===== config.mk =====
export PLATFORM = sky130hd
export DESIGN_NAME = rs422_pattern_gen_flat
export DESIGN_NICKNAME = d
export VERILOG_FILES = /design/src/rtl/rs422_pattern_gen_if.sv /design/src/rtl/rs422_pattern_gen.sv /design/src/flat_wrapper.sv
export SDC_FILE = /design/constraint.sdc
export NUM_CORES = 1
export LEC_CHECK = 0
export ABC_AREA = 1
export CORE_MARGIN = 3
export CORE_UTILIZATION = 54
export DETAILED_ROUTE_END_ITERATION = 6
export HOLD_SLACK_MARGIN = 0.15
export PLACE_DENSITY = 0.84
export SYNTH_ARGS = -nofsm -noshare
export SYNTH_HDL_FRONTEND = slang
export SYNTH_SLANG_ARGS = --single-unit

===== constraint.sdc =====
create_clock -name i_opb_clk -period 3.1 [get_ports i_opb_clk]
set_clock_uncertainty 0.05 [all_clocks]
set_input_delay 0.465 -clock i_opb_clk [delete_from_list [all_inputs] [get_ports i_opb_clk]]
set_output_delay 0.465 -clock i_opb_clk [all_outputs]
set_load 0.01 [all_outputs]

===== src/rtl/rs422_pattern_gen_if.sv =====
// Byte strobe/acknowledge link between the pattern generator and the RS422 UART.
// A byte moves on any clock edge where data_out_stb and data_out_ack are both high.
interface rs422_pattern_gen_if;
  logic [7:0] data_out;
  logic       data_out_stb;
  logic       data_out_ack;

  modport master (output data_out, output data_out_stb, input data_out_ack);
  modport slave  (input data_out, input data_out_stb, output data_out_ack);
endinterface


===== src/rtl/rs422_pattern_gen.sv =====
// Fixed / incrementing / PRBS-8 byte source for the RS422 test transmitter.
// It stops after a programmed byte count and reports progress to the OPB registers.
module rs422_pattern_gen #(
  parameter int GAP_CYCLES = 0
) (
  input  logic                  i_opb_clk,
  input  logic                  i_opb_rst,
  input  logic                  i_start,
  input  logic                  i_stop,
  input  logic                  i_clear,
  input  logic [1:0]            i_mode,
  input  logic [7:0]            i_pattern,
  input  logic [31:0]           i_byte_count,
  rs422_pattern_gen_if.master   io_data,
  output logic [31:0]           o_sent_bytes,
  output logic                  o_busy,
  output logic                  o_done
);

  localparam int GW = (GAP_CYCLES > 1) ? $clog2(GAP_CYCLES) : 1;

  typedef enum logic [1:0] {S_IDLE, S_SEND, S_GAP, S_FINISH} state_t;

  state_t        r_state;
  logic [1:0]    r_mode;
  logic [31:0]   r_count;
  logic [7:0]    r_data;
  logic          r_stb;
  logic [31:0]   r_sent;
  logic          r_busy;
  logic          r_done;
  logic [GW-1:0] r_gap;

  logic          w_xfer;
  logic [31:0]   w_sent_inc;
  logic [7:0]    w_first;
  logic          w_last;

  // x^8+x^6+x^5+x^4+1 LFSR; mode 11 falls through to fixed.
  function automatic logic [7:0] f_next_byte(input logic [1:0] mode, input logic [7:0] cur);
    case (mode)
      2'b01:   f_next_byte = cur + 8'd1;
      2'b10:   f_next_byte = {cur[6:0], cur[7] ^ cur[5] ^ cur[4] ^ cur[3]};
      default: f_next_byte = cur;
    endcase
  endfunction

  assign w_xfer     = r_stb & io_data.data_out_ack;
  assign w_sent_inc = r_sent + 32'd1;
  // An all-zero seed would lock the LFSR, so PRBS starts from 0x01 instead.
  assign w_first    = (i_mode == 2'b10 && i_pattern == 8'h00) ? 8'h01 : i_pattern;
  assign w_last     = (r_count != 32'd0) && (w_sent_inc == r_count);

  always_ff @(posedge i_opb_clk or posedge i_opb_rst) begin
    if (i_opb_rst) begin
      r_state <= S_IDLE;
      r_mode  <= 2'b00;
      r_count <= 32'd0;
      r_data  <= 8'h00;
      r_stb   <= 1'b0;
      r_sent  <= 32'd0;
      r_busy  <= 1'b0;
      r_done  <= 1'b0;
      r_gap   <= '0;
    end else if (i_clear) begin
      r_state <= S_IDLE;
      r_stb   <= 1'b0;
      r_busy  <= 1'b0;
      r_sent  <= 32'd0;
      r_done  <= 1'b0;
    end else begin
      case (r_state)
        S_IDLE, S_FINISH: begin
          if (i_start) begin
            r_mode  <= i_mode;
            r_count <= i_byte_count;
            r_data  <= w_first;
            r_stb   <= 1'b1;
            r_busy  <= 1'b1;
            r_sent  <= 32'd0;
            r_done  <= 1'b0;
            r_state <= S_SEND;
          end
        end
        S_SEND: begin
          if (w_xfer) begin
            r_sent <= w_sent_inc;
            r_data <= f_next_byte(r_mode, r_data);
          end
          // A byte accepted on the same edge as STOP still counts.
          if (i_stop) begin
            r_state <= S_IDLE;
            r_stb   <= 1'b0;
            r_busy  <= 1'b0;
          end else if (w_xfer) begin
            if (w_last) begin
              r_state <= S_FINISH;
              r_stb   <= 1'b0;
              r_busy  <= 1'b0;
              r_done  <= 1'b1;
            end else if (GAP_CYCLES > 0) begin
              r_state <= S_GAP;
              r_stb   <= 1'b0;
              r_gap   <= GW'(GAP_CYCLES - 1);
            end
          end
        end
        S_GAP: begin
          if (i_stop) begin
            r_state <= S_IDLE;
            r_busy  <= 1'b0;
          end else if (r_gap == '0) begin
            r_state <= S_SEND;
            r_stb   <= 1'b1;
          end else begin
            r_gap <= r_gap - 1'b1;
          end
        end
        default: r_state <= S_IDLE;
      endcase
    end
  end

  assign io_data.data_out     = r_data;
  assign io_data.data_out_stb = r_stb;
  assign o_sent_bytes         = r_sent;
  assign o_busy               = r_busy;
  assign o_done               = r_done;

endmodule


===== src/flat_wrapper.sv =====
// flat-port wrapper written by rule: the top's interface ports become plain ports
module rs422_pattern_gen_flat 
#(
  parameter int GAP_CYCLES = 0
)
  (i_opb_clk, i_opb_rst, i_start, i_stop, i_clear, i_mode, i_pattern, i_byte_count, o_sent_bytes, o_busy, o_done, io_data_data_out, io_data_data_out_stb, io_data_data_out_ack);
  rs422_pattern_gen_if io_data_i ();
  input  logic i_opb_clk;
  input  logic i_opb_rst;
  input  logic i_start;
  input  logic i_stop;
  input  logic i_clear;
  input  logic [1:0] i_mode;
  input  logic [7:0] i_pattern;
  input  logic [31:0] i_byte_count;
  output logic [31:0] o_sent_bytes;
  output logic o_busy;
  output logic o_done;
  output wire logic [$bits(io_data_i.data_out)-1:0] io_data_data_out;
  output wire logic [$bits(io_data_i.data_out_stb)-1:0] io_data_data_out_stb;
  input wire logic [$bits(io_data_i.data_out_ack)-1:0] io_data_data_out_ack;
  assign io_data_data_out = io_data_i.data_out;
  assign io_data_data_out_stb = io_data_i.data_out_stb;
  assign io_data_i.data_out_ack = io_data_data_out_ack;
  rs422_pattern_gen #(.GAP_CYCLES(GAP_CYCLES)) u_core (.i_opb_clk(i_opb_clk), .i_opb_rst(i_opb_rst), .i_start(i_start), .i_stop(i_stop), .i_clear(i_clear), .i_mode(i_mode), .i_pattern(i_pattern), .i_byte_count(i_byte_count), .io_data(io_data_i), .o_sent_bytes(o_sent_bytes), .o_busy(o_busy), .o_done(o_done));
endmodule

==> impl_results.md <==
* Cells after Synth at 760
* RSZ-0062 raised after global routing: false
* Most common cell after layout, fill and taps aside: nand2_1
* Die width at 104 um
* Fin area at 0.00652 mm2
* Post-CTS Setup Inserts at 0
* Drt first pass iters at 5
* CP endpoint: u_core.o_busy
* Global-route wire length before repair at approximately 26,000 um
* FMAX at 376 MHz
* TritonCTS buffer count at 9
* Initial Util at approximately 56%
* Critical Path Start: u_core.o_sent_bytes[0]
* Gp weighted congestion at just under 1
* Critical-path maximum fanout at 7
* Maximum vdd drop at 0.000569 V
* Antenna-violating nets left at 0
* Antenna violations before repair at 0
* Vias in the first global route at between 5,000 and 6,000
* P&R area growth vs syn at 25.7%
* Register-to-Register Path Depth at 16
* Final Hold Fails at 0
* Total gr overflow at 0
* Initial DRC Count at 451
* WL final at 15,900 um
* Max-slew headroom at 42.0%
* Cell Pwr Density at about 640 mW/mm2
* Post-synth EDFFs at 0
* Hold buffers post-CTS at 0
* Post_cts resized at 0
* R2R setup slack at about 440 ps
* Pin count of the biggest net entering global routing at 56
* Commonest cells after routing, fill and taps aside: nand2_1, nor2_1, clkdlybuf4s50_1
* H-tree depth at 3
* Placeable Area at 0.00928 mm2
* CTS tree: built
* Syn avg cell area at 6.83 um2
* Nets at 911
* Worst Path Arrival at 2880 ps
* Share of cells above drive strength 1 at 9.14%
* Util after Layout at a little over two thirds
* Final period util at 85.8%
* Fin. max-slew vios at 0
* Placed cells at 977
* Clock tree buffer depth at 2
* Yosys cell types at 39
* Count of input and output buffers at 90
* Status: complete, no violations
* Worst Setup Slack post-DPL at 469 ps
* Fin worst setup slack at roughly 440 ps
* Worst r2r dst: u_core.o_busy
* Final cell count without fillers at 993
* Final Total Pwr at around 4.2 mW
* Static leakage at 2.93 nW
* Num rows at 35
* Post-route DRC at 0
* Clock sinks at just under 80
* Vias per inst at 5.54
* Max Cap Violations at 0
* Routed len/inst at 16.0 um
* FF-to-FF Start: u_core.o_sent_bytes[0]
* Worst-path clk slew at 90 ps
* DP Area at 0.00630 mm2
* Register area share after synthesis at 38.1%
* Min Tclk post-route at 2660 ps
* Die area at 0.0108 mm2
* Diode count at 0
* Hold WC Path Type: input pin to async pin
* Top Ports at 91
* Number of synthesized register bits at 79
* Die Y at 104 um
* Final hold slack at roughly 410 ps
* Asr flop ratio synth at 100%
* Worst Setup Start Kind: register
* Hpwl dp at roughly 12,000 um
* Worst skew pair latency at 370 ps
* Syn nets at 812
* Worst-margin pin slew at 868 ps
* GRT Overall Usage at 30.0%
* Final setup violation count at 0
* Worst EP required at roughly 3300 ps
* Synth warn at 0
* DR vias at about 5,500
* Post-Syn Area at 0.00519 mm2
* CTS Root Cell: clkbuf_8
* Crit end category: register
* Critical path class: register to register
* TNS Setup at 0 ps
* Synth Flop Type: dfrtp_1
registers in the layout (all words and copies together), names as in the netlist:
signal                       flops
u_core.r_mode                    2
u_core.io_data.data_out_stb      1
u_core.o_sent_bytes             32
u_core.r_state                   2
u_core.o_done                    1
u_core.io_data.data_out          8
u_core.o_busy                    1
u_core.r_count                  32
routing by layer:
metal / up-vias / wire length (um) / global-route usage (%)
met2: 281 / 7390 / 49.1
met4: 0 / 513 / 12.1
li1: 2657 / - / -
met5: - / 0 / 0
met1: 2516 / 6520 / 38.6
met3: 49 / 1500 / 6.77
cells by family (layout without fill, tap and decap cells):
family                   Yosys count  after routing  synth area share, %
buffers and inverters            104            208                 7.53
adder cells (fa/ha/maj)            4              4                0.965
AO/OA/AOI/OAI                     96             96                 10.4
multiplexers                       7              7                 1.52
flip-flops                        79             79                 38.1
XOR/XNOR                           8              8                 1.64
AND/OR/NAND/NOR                  462            462                 39.8
critical path: stages (launching register included):
cell and delay, ps:
dfrtp_1 490, ha_1 260, nand2_2 90, nor2_2 180, nand2_1 140, nor2_4 220
nand3_1 150, nand3_1 130, nand2_1 80, nor2_1 150, nand2_1 90, nor2_2 140
nand4_2 130, nand2_4 110, nand2_1 60, nand2_1 50, nand2_1 40
synthesized netlist by cell type (4+ instances only):
| master | number | area share, % |
|---|---|---|
| nand2_1 | 216 | 16 |
| nor2_1 | 109 | 7.9 |
| inv_1 | 87 | 6.3 |
| nand3_1 | 81 | 7.8 |
| dfrtp_1 | 79 | 38 |
| a21oi_1 | 41 | 4.0 |
| o21ai_0 | 21 | 2.0 |
| o22ai_1 | 21 | 2.5 |
| nand2_2 | 13 | 1.6 |
| clkbuf_1 | 12 | 0.87 |
| nor2_2 | 11 | 1.3 |
| mux2_2 | 7 | 1.5 |
| nor2_4 | 6 | 1.3 |
| xor2_1 | 6 | 1.0 |
| nand4_1 | 5 | 0.60 |
| ha_1 | 4 | 0.96 |
how the worst min path moves through the flow:
stage | end | startpoint
global placement | u_core.o_busy | u_core.o_busy
CTS | u_core.r_count[0] | i_opb_rst
global route | u_core.r_count[0] | i_opb_rst
floorplan | u_core.r_mode[0] | u_core.r_mode[0]
detailed placement | u_core.o_busy | u_core.o_busy
finish | u_core.o_sent_bytes[2] | i_opb_rst
where the power goes:
group	internal [mW]	switching [mW]	leakage (nW)
combinational	0.678	0.949	1.84
sequential	1.33	0.321	0.981
clock	0.454	0.423	0.102
cell type report:
| type | count | area [um2] |
|---|---|---|
| tap | 129 | 161 |
| fill | 787 | 2760 |
| clock buffer | 9 | 124 |
| multi-input combinational | 577 | 2820 |
| timing repair buffer | 102 | 1000 |
| clock inverter | 7 | 96.3 |
| sequential | 79 | 1980 |
| inverter | 90 | 338 |
No activity file was read; power rests on OpenSTA's default activity.
